<file path="config.mk">
export PLATFORM = sky130hd
export DESIGN_NAME = iop_rst_seq
export DESIGN_NICKNAME = d
export VERILOG_FILES = /design/src/rtl/iop_rst_pkg.sv /design/src/rtl/iop_rst_sync.sv /design/src/rtl/iop_rst_seq.sv
export SDC_FILE = /design/constraint.sdc
export NUM_CORES = 1
export LEC_CHECK = 0
export BUFFER_PORTS_ARGS = -buffer_cell sky130_fd_sc_hd__buf_2
export CORE_UTILIZATION = 35
export DETAILED_ROUTE_END_ITERATION = 10
export PLACE_DENSITY = 0.63
export SLEW_MARGIN = 30
export SYNTH_ARGS = -nofsm -noshare
export SYNTH_HDL_FRONTEND = slang
export SYNTH_SLANG_ARGS = --single-unit
</file>
<file path="constraint.sdc">
create_clock -name gclk -period 1.7 [get_ports gclk]
set_input_delay 0.085 -clock gclk [delete_from_list [all_inputs] [get_ports gclk]]
set_output_delay 0.085 -clock gclk [all_outputs]
set_load 0.05 [all_outputs]
</file>
<file path="src/rtl/iop_rst_pkg.sv">
// iop_rst_pkg: shared encodings and default timing for the IOP reset sequencer.
// Imported by iop_rst_sync and iop_rst_seq.
package iop_rst_pkg;

    localparam logic [1:0] SEQ_ST_RESET = 2'b00;
    localparam logic [1:0] SEQ_ST_SEQ   = 2'b01;
    localparam logic [1:0] SEQ_ST_DONE  = 2'b10;
    localparam logic [1:0] SEQ_ST_WARM  = 2'b11;

    typedef enum logic [1:0] {
        ST_RESET = SEQ_ST_RESET,
        ST_SEQ   = SEQ_ST_SEQ,
        ST_DONE  = SEQ_ST_DONE,
        ST_WARM  = SEQ_ST_WARM
    } state_e;

    localparam int DEF_NUM_CORES = 1;
    localparam int DEF_CNT_W     = 8;
    localparam int DEF_CKEN_DLY  = 20;
    localparam int DEF_PRE_DLY   = 60;
    localparam int DEF_GRST_DLY  = 120;
    localparam int DEF_STAGGER   = 0;
    localparam int DEF_DONE_DLY  = 254;
    localparam int DEF_WARM_LEN  = 16;

endpackage

</file>
<file path="src/rtl/iop_rst_sync.sv">
// iop_rst_sync: 2-flop reset synchroniser, async assert / sync deassert.
// ACTIVE_HIGH inverts the raw pin before it reaches the flops.
module iop_rst_sync
    import iop_rst_pkg::*;
#(
    parameter bit ACTIVE_HIGH = 1'b0
) (
    input  logic clk_i,
    input  logic rst_i,
    output logic rst_n_o
);

    logic       arst_n;
    logic [1:0] sync_q;

    assign arst_n = ACTIVE_HIGH ? ~rst_i : rst_i;

    // Shift a 1 in after release; clear both stages at once on assert.
    always_ff @(posedge clk_i or negedge arst_n) begin
        if (!arst_n) begin
            sync_q <= 2'b00;
        end else begin
            sync_q <= {sync_q[0], 1'b1};
        end
    end

    assign rst_n_o = sync_q[1];

endmodule

</file>
<file path="src/rtl/iop_rst_seq.sv">
// iop_rst_seq: multi-core bring-up reset sequencer on gclk.
// Optional warm reset is built when IOP_RST_SEQ_WARM_EN is defined.
module iop_rst_seq
    import iop_rst_pkg::*;
#(
    parameter int NUM_CORES        = DEF_NUM_CORES,
    parameter int CNT_W            = DEF_CNT_W,
    parameter int CKEN_DLY         = DEF_CKEN_DLY,
    parameter int PRE_DLY          = DEF_PRE_DLY,
    parameter int GRST_DLY         = DEF_GRST_DLY,
    parameter int STAGGER          = DEF_STAGGER,
    parameter int DONE_DLY         = DEF_DONE_DLY,
    parameter int WARM_LEN         = DEF_WARM_LEN,
    parameter int C_EXT_RESET_HIGH = 0
) (
    input  logic                 gclk,
    input  logic                 reset_l,
    input  logic [NUM_CORES-1:0] core_en,
    input  logic                 warm_rst_req,
    output logic                 cmp_arst_l,
    output logic                 adbginit_l,
    output logic [NUM_CORES-1:0] cluster_cken,
    output logic [NUM_CORES-1:0] ctu_tst_pre_grst_l,
    output logic [NUM_CORES-1:0] cmp_grst_l,
    output logic [NUM_CORES-1:0] gdbginit_l,
    output logic                 reset_done,
    output logic [1:0]           seq_state
);

    if (NUM_CORES < 1 || NUM_CORES > 8) begin : g_chk_cores
        $error("iop_rst_seq: NUM_CORES must be 1..8");
    end
    if (!(CKEN_DLY < PRE_DLY && PRE_DLY < GRST_DLY)) begin : g_chk_order
        $error("iop_rst_seq: need CKEN_DLY < PRE_DLY < GRST_DLY");
    end
    if (!(GRST_DLY + (NUM_CORES - 1) * STAGGER < DONE_DLY)) begin : g_chk_stag
        $error("iop_rst_seq: last core grst must precede DONE_DLY");
    end
    if (longint'(DONE_DLY) + 1 > (longint'(1) << CNT_W) - 1) begin : g_chk_w
        $error("iop_rst_seq: DONE_DLY+1 does not fit CNT_W");
    end

    localparam logic [CNT_W-1:0] CKEN_C    = CNT_W'(CKEN_DLY);
    localparam logic [CNT_W-1:0] PRE_C     = CNT_W'(PRE_DLY);
    localparam logic [CNT_W-1:0] DONE_C    = CNT_W'(DONE_DLY);
    localparam logic [CNT_W-1:0] HOLD_C    = CNT_W'(DONE_DLY + 1);
    localparam logic [CNT_W-1:0] WARM_LAST = CNT_W'(WARM_LEN - 1);
    localparam logic [CNT_W-1:0] REPLAY_C  = CNT_W'(CKEN_DLY + 1);
    localparam logic [CNT_W-1:0] ONE_C     = CNT_W'(1);

    logic                 rst_int;
    state_e               state_q;
    logic [CNT_W-1:0]     cnt_q;
    logic [NUM_CORES-1:0] en_q;
    logic                 run;
    logic                 warm;

    iop_rst_sync #(
        .ACTIVE_HIGH(C_EXT_RESET_HIGH != 0)
    ) u_sync (
        .clk_i  (gclk),
        .rst_i  (reset_l),
        .rst_n_o(rst_int)
    );

`ifndef IOP_RST_SEQ_WARM_EN
    logic unused_warm;
    assign unused_warm = warm_rst_req;
`endif

    // Sequencer FSM: counter, state and captured core enables.
    always_ff @(posedge gclk or negedge rst_int) begin
        if (!rst_int) begin
            state_q <= ST_RESET;
            cnt_q   <= '0;
            en_q    <= '0;
        end else begin
            unique case (state_q)
                ST_RESET: begin
                    state_q <= ST_SEQ;
                    cnt_q   <= '0;
                    en_q    <= core_en;
                end
                ST_SEQ: begin
                    if (cnt_q >= DONE_C) begin
                        state_q <= ST_DONE;
                        cnt_q   <= HOLD_C;
                    end else begin
                        cnt_q <= cnt_q + ONE_C;
                    end
                end
                ST_DONE: begin
`ifdef IOP_RST_SEQ_WARM_EN
                    if (warm_rst_req) begin
                        state_q <= ST_WARM;
                        cnt_q   <= '0;
                        en_q    <= core_en;
                    end
`endif
                end
                ST_WARM: begin
`ifdef IOP_RST_SEQ_WARM_EN
                    if (cnt_q >= WARM_LAST) begin
                        state_q <= ST_SEQ;
                        cnt_q   <= REPLAY_C;
                    end else begin
                        cnt_q <= cnt_q + ONE_C;
                    end
`else
                    state_q <= ST_RESET;
                    cnt_q   <= '0;
`endif
                end
                default: begin
                    state_q <= ST_RESET;
                    cnt_q   <= '0;
                end
            endcase
        end
    end

    assign run  = (state_q == ST_SEQ) || (state_q == ST_DONE);
    assign warm = (state_q == ST_WARM);

    for (genvar i = 0; i < NUM_CORES; i++) begin : g_core
        localparam logic [CNT_W-1:0] GRST_C = CNT_W'(GRST_DLY + i * STAGGER);

        assign cluster_cken[i] =
            en_q[i] & ((run & (cnt_q > CKEN_C)) | warm);
        assign ctu_tst_pre_grst_l[i] = en_q[i] & run & (cnt_q > PRE_C);
        assign cmp_grst_l[i]         = en_q[i] & run & (cnt_q > GRST_C);
        assign gdbginit_l[i]         = en_q[i] & run & (cnt_q > GRST_C);
    end

    assign cmp_arst_l = rst_int;
    assign adbginit_l = rst_int;
    assign reset_done = (state_q == ST_DONE);
    assign seq_state  = state_q;

endmodule

</file>
# After elaboration in Yosys (flattened, before gate mapping)
# Cells that the tools add are included.
[totals]
register_bits = 13
input_bits = 4
output_inout_bits = 9
elab_cells = 29
[op_classes]
add_sub_neg = 1
order_cmp = 4
n_eq_ne = 4
muxes = 4
bitwise_logic = 6
n_reduce_logical = 6
[op_table]
columns = ["operator", "n"]
rows = [
  ["$pmux W8 S2", 1],
  ["$add A8 B1 Y8 const B", 1],
  ["$ge A8 B8 Y1 const B", 1],
  ["$gt A8 B5 Y1 const B", 1],
  ["$gt A8 B6 Y1 const B", 1],
  ["$gt A8 B7 Y1 const B", 1],
  ["$mux W8", 1],
  ["$pmux W2 S3", 1],
  ["$and A1 B1 Y1", 5],
  ["$eq A2 B2 Y1 const B", 2],
  ["$reduce_bool A3 Y1", 1],
  ["$eq A2 B1 Y1 const B", 1],
  ["$logic_not A2 Y1", 1],
  ["$mux W2", 1],
  ["$ne A2 B2 Y1 const B", 1],
  ["$reduce_and A2 Y1", 1],
  ["$reduce_bool A2 Y1", 1],
  ["$reduce_or A2 Y1", 1],
  ["$logic_or A1 B1 Y1", 1],
  ["$or A1 B1 Y1", 1],
]

# Logic depth before layout (Yosys ltp)
[logic_depth]
depth_word = 5
ltp_mapped = 6
ltp_nobuf = 5

# Cells and area by module
# From an unflattened synthesis, not the netlist that was laid out.
[hier_totals]
cells_unflattened = 78
hier_area_um2 = 828.3
[by_module_without_submodules]
columns = ["mod", "instances", "cells_each", "area_each_um2", "seq_area_each_um2"]
rows = [
  ["iop_rst_seq", 1, 75, 774.5, 275.3],
  ["iop_rst_sync", 1, 3, 53.8, 50.0],
]

# Worst setup path before layout
# Ideal clock, no wire load.
[synth_path]
path_kind = "reg2out"
startpoint = "reg state_q[0] (netlist: seq_state[0])"
endpoint = "out gdbginit_l"
t_arrival_ps = 2318
t_required_ps = 1615
slack_ps = -703
stages_incl_launch_ff = 6
n_path_buf = 1
cell_sequence = "dfrtp_1 -> inv_1 -> ha_1 -> nand2_1 -> nor2_1 -> buf_4"
[synth_between]
elab_chain_cells = 4
[synth_lines]
columns = ["element", "line", "text"]
rows = [
  ["start: declaration", "iop_rst_seq.sv:52", "state_e state_q;"],
  ["start signal: assignment", "iop_rst_seq.sv:74", "state_q <= ST_RESET;"],
  ["start signal: assignment", "iop_rst_seq.sv:80", "state_q <= ST_SEQ;"],
  ["start signal: assignment", "iop_rst_seq.sv:86", "state_q <= ST_DONE;"],
  ["$eq A2 B1 Y1 / $eq A2 B2 Y1 (equally long branches)", "iop_rst_seq.sv:122", "assign run = (state_q == ST_SEQ) || (state_q == ST_DONE);"],
  ["$logic_or A1 B1 Y1 (*)", "iop_rst_seq.sv:122", ""],
  ["$and A1 B1 Y1 (*) (2 in a row)", "-", ""],
  ["end: declaration", "iop_rst_seq.sv:25", "output logic [NUM_CORES-1:0] gdbginit_l,"],
]
# Every way passes the cells marked *; elsewhere a longest branch is shown, timed or not.

# Worst setup path after layout
[layout_path]
startpoint = "reg state_q[0] (netlist: seq_state[0])"
endpoint = "out cluster_cken"
[layout_between]
elab_chain_cells = 5
[layout_lines]
columns = ["element", "line", "text"]
rows = [
  ["$eq A2 B1 Y1 / $eq A2 B2 Y1 (equally long branches)", "iop_rst_seq.sv:122", ""],
  ["$logic_or A1 B1 Y1", "iop_rst_seq.sv:122", ""],
  ["$and A1 B1 Y1", "iop_rst_seq.sv:129", "en_q[i] & ((run & (cnt_q > CKEN_C)) | warm);"],
  ["$or A1 B1 Y1 (*)", "iop_rst_seq.sv:129", ""],
  ["$and A1 B1 Y1 (*)", "iop_rst_seq.sv:129", ""],
  ["end: declaration", "iop_rst_seq.sv:22", "output logic [NUM_CORES-1:0] cluster_cken,"],
]
# Marks and branches as above.

==> impl_results.md <==
* Buffers on Ports at 11
* Worst path arrival time at 1.55 ns
* Vias in the first global route at 585
* Fin crit period at 1.637 ns
* Final hold viol count at 0
* DP Cell Count at 112
* CP required at 1.62 ns
* Initial antenna violation count at 0
* Nature of the critical path endpoint: primary output
* Setup Skew at 0.01039 ns
* Mapped Cells at 74
* WS Path Type: reg -> out
* Number of routed nets with antenna violations at 0
* Final Max Slew Viols at 0
* Chip width at 49.46 um
* Syn. warnings at 0
* # diodes at 0
* Drt drc at 0
* Max-cap viol count at 0
* Outcome: finished clean
* Startpoint types: flip-flop
* Clock tree sinks at 13
* LEAKAGE at 0.4684 nW
* Peak VDD IR at 500.6 uV
* Die area at 0.002446 mm2
* Avg Cell Area, Syn at 10.65 um2
* First-pass GRT wire length at 2.622 mm
* Cell Area, Synth at 788.3 um2
* Layout fillers at 217
* Placeable Area at 0.002042 mm2
* Dpl hpwl at 1.120 mm
* Most frequent cells in the layout: dfrtp_1 (10), buf_4 (9), ha_1 (7), buf_2 (7), a31oi_1 (5)
* PD cells at 538.2 mW/mm2
* Fin nets at 106
* CTS buffer count at 3
* Worst Hold Class: in -> reg
* Unrepaired setup endpoints after global routing: false
* Max H-tree Level at 1
* Leading cell type in the layout, fill and taps excluded: dfrtp_1
* Clock Root Buffer: clkbuf_4
* Gpl congestion at 0.7732
* Initial Utilization at 38.60%
* Peak Freq at 0.6107 GHz
* Vias at 647
* Register area share after synthesis at 41.27%
* Drt first pass iters at 4
* Slowest stage cell, crit path: dfrtp_2
* CP max stage delay at 0.43 ns
* GRT overflow at 0
* Area grow syn2layout at 27.62%
* CTS tree: done
* Clock buffer depth at 2
* Top Ports at 13
* Synth Net Count at 86
* Period utilisation layout at 96.31%
* Die Height at 49.46 um
* Power, Total at 541.4 uW
* DR WL/cell at 12.78 um
* Max Fanout on Critical Path at 6
* Synth Register Bits at 13
* Vias per cell at 5.392
* Clock transition at the registers of the reported paths at 0.08 ns
* Largest net degree at the start of global routing at 10
* Routed wire length at 1.533 mm
* Rows at 16
* CP cell instances: inv_1 -> ha_4 -> o21ai_1 -> a31oi_4 -> buf_4
* Final setup TNS at 0 ns
* GRT Util Overall at 14.36%
* Post-Layout Cell Count at 120
* Setup violations, final at 0
* Share of layout cells above drive strength 1 at 40.86%
* DR iter-0 viols at 6
* Clk Latency, worst-skew pair at 0.28 ns
* Library cells used by synthesis at 28
final cells by class:
| type | count | area (um2) | share of cell area [%] |
|---|---|---|---|
| Multi-Input combinational cell | 54 | 478.0 | 47.51 |
| Sequential cell | 13 | 329.1 | 32.71 |
| Timing Repair Buffer | 18 | 123.9 | 12.31 |
| Tap cell | 27 | 33.78 | 3.358 |
| Clock buffer | 4 | 26.28 | 2.612 |
| Inverter | 4 | 15.01 | 1.493 |
cells by family after synthesis:
family | after synthesis | share of synthesized area [%]
buffers and inverters | 7 | 4.761
flip-flops | 13 | 41.27
AO/OA/AOI/OAI | 24 | 22.22
other | 1 | 0.4757
AND/OR/NAND/NOR | 20 | 17.14
adder cells (fa/ha/maj) | 8 | 12.70
multiplexers | 1 | 1.428
layer usage:
metal | vias up | routed length [um] | part of all wire (%) | track usage, %
met5 | - | 0 | 0 | 0
met4 | 0 | 25 | 1.6 | 4.286
met3 | 4 | 87 | 5.7 | 5.864
met2 | 17 | 682 | 44 | 23.52
met1 | 310 | 738 | 48 | 17.18
li1 | 316 | - | - | -
where the power goes:
part / leakage [nW] / switching (mW) / internal (mW)
combinational: 0.310 / 0.0212 / 0.0108
sequential: 0.144 / 0.00547 / 0.312
clock: 0.0150 / 0.100 / 0.0911
critical path: cells and delay by family, from the launching register on:
family,cells,cell delay [ns]
AOI/OAI and AO/OA,2,0.24
adders and majority gates,1,0.25
buffers and inverters,2,0.35
DFF,1,0.43
cell usage after synthesis:
cell	count	area share [%]
nand2_1	2	0.95
o211a_4	1	2.2
conb_1	1	0.48
buf_4	3	2.9
and4b_1	1	1.3
a221oi_2	1	1.9
nor3_2	1	1.3
dfrtp_1	13	41
inv_1	4	1.9
and4_4	1	1.4
o21ai_0	3	1.9
nand2_4	1	1.4
ha_1	8	13
a211oi_1	3	2.9
a31o_1	1	1.1
o31ai_1	1	0.95
nand2b_1	3	2.4
a21oi_1	2	1.3
nor3_1	1	0.63
o211ai_1	1	0.95
and4b_2	2	2.9
nor2_1	5	2.4
and3_1	2	1.6
and2b_1	1	0.95
o22ai_1	3	2.4
a31oi_1	7	5.6
mux2_2	1	1.4
o2111ai_1	1	1.1
through the flow:
step / worst slack (ns) / instance area, um2 / hold WS, ns / util (%)
2_1_floorplan: -0.04135 / 820.8 / -0.2106 / -
3_3_place_gp: 0.1556 / 905.9 / -0.1301 / 44.36
3_5_place_dp: 0.1686 / 905.9 / -0.1274 / 44.36
4_1_cts: 0.02099 / 975.9 / 0.02437 / 47.79
5_1_grt: 0.0007219 / 1006 / 0.02636 / 49.26
6_report: 0.06265 / 1006 / 0.03402 / 49.26
sequential cells by signal (all words and copies together), names as in the netlist:
| register | flops |
|---|---|
| u_sync.sync_q | 2 |
| cnt_q | 8 |
| en_q | 1 |
| seq_state | 2 |
what timing repair did:
action | in CTS | in global routing
hold endpoints to repair | 2 | 0
buffers inserted | 0 | 3
resized for setup | 8 | 3
cloned | 0 | 0
endpoints found under the setup margin | 4 | 4
hold buffers | 1 | 0
path summary, 6_finish.rpt:
path                             startpoint               end  slack, ns  depth (start not counted)
setup / recovery               seq_state[0]      cluster_cken       0.06                          5
hold / removal                      core_en              en_q       0.03                          2
setup reg to reg               seq_state[0]          cnt_q[5]       0.11                          5
hold reg to reg            u_sync.sync_q[1]          cnt_q[6]       0.13                          0
max in group asynchronous  u_sync.sync_q[1]      seq_state[0]       1.14                          1
min in group asynchronous           reset_l  u_sync.sync_q[0]       0.11                          2
No activity file was read; power rests on OpenSTA's default activity.
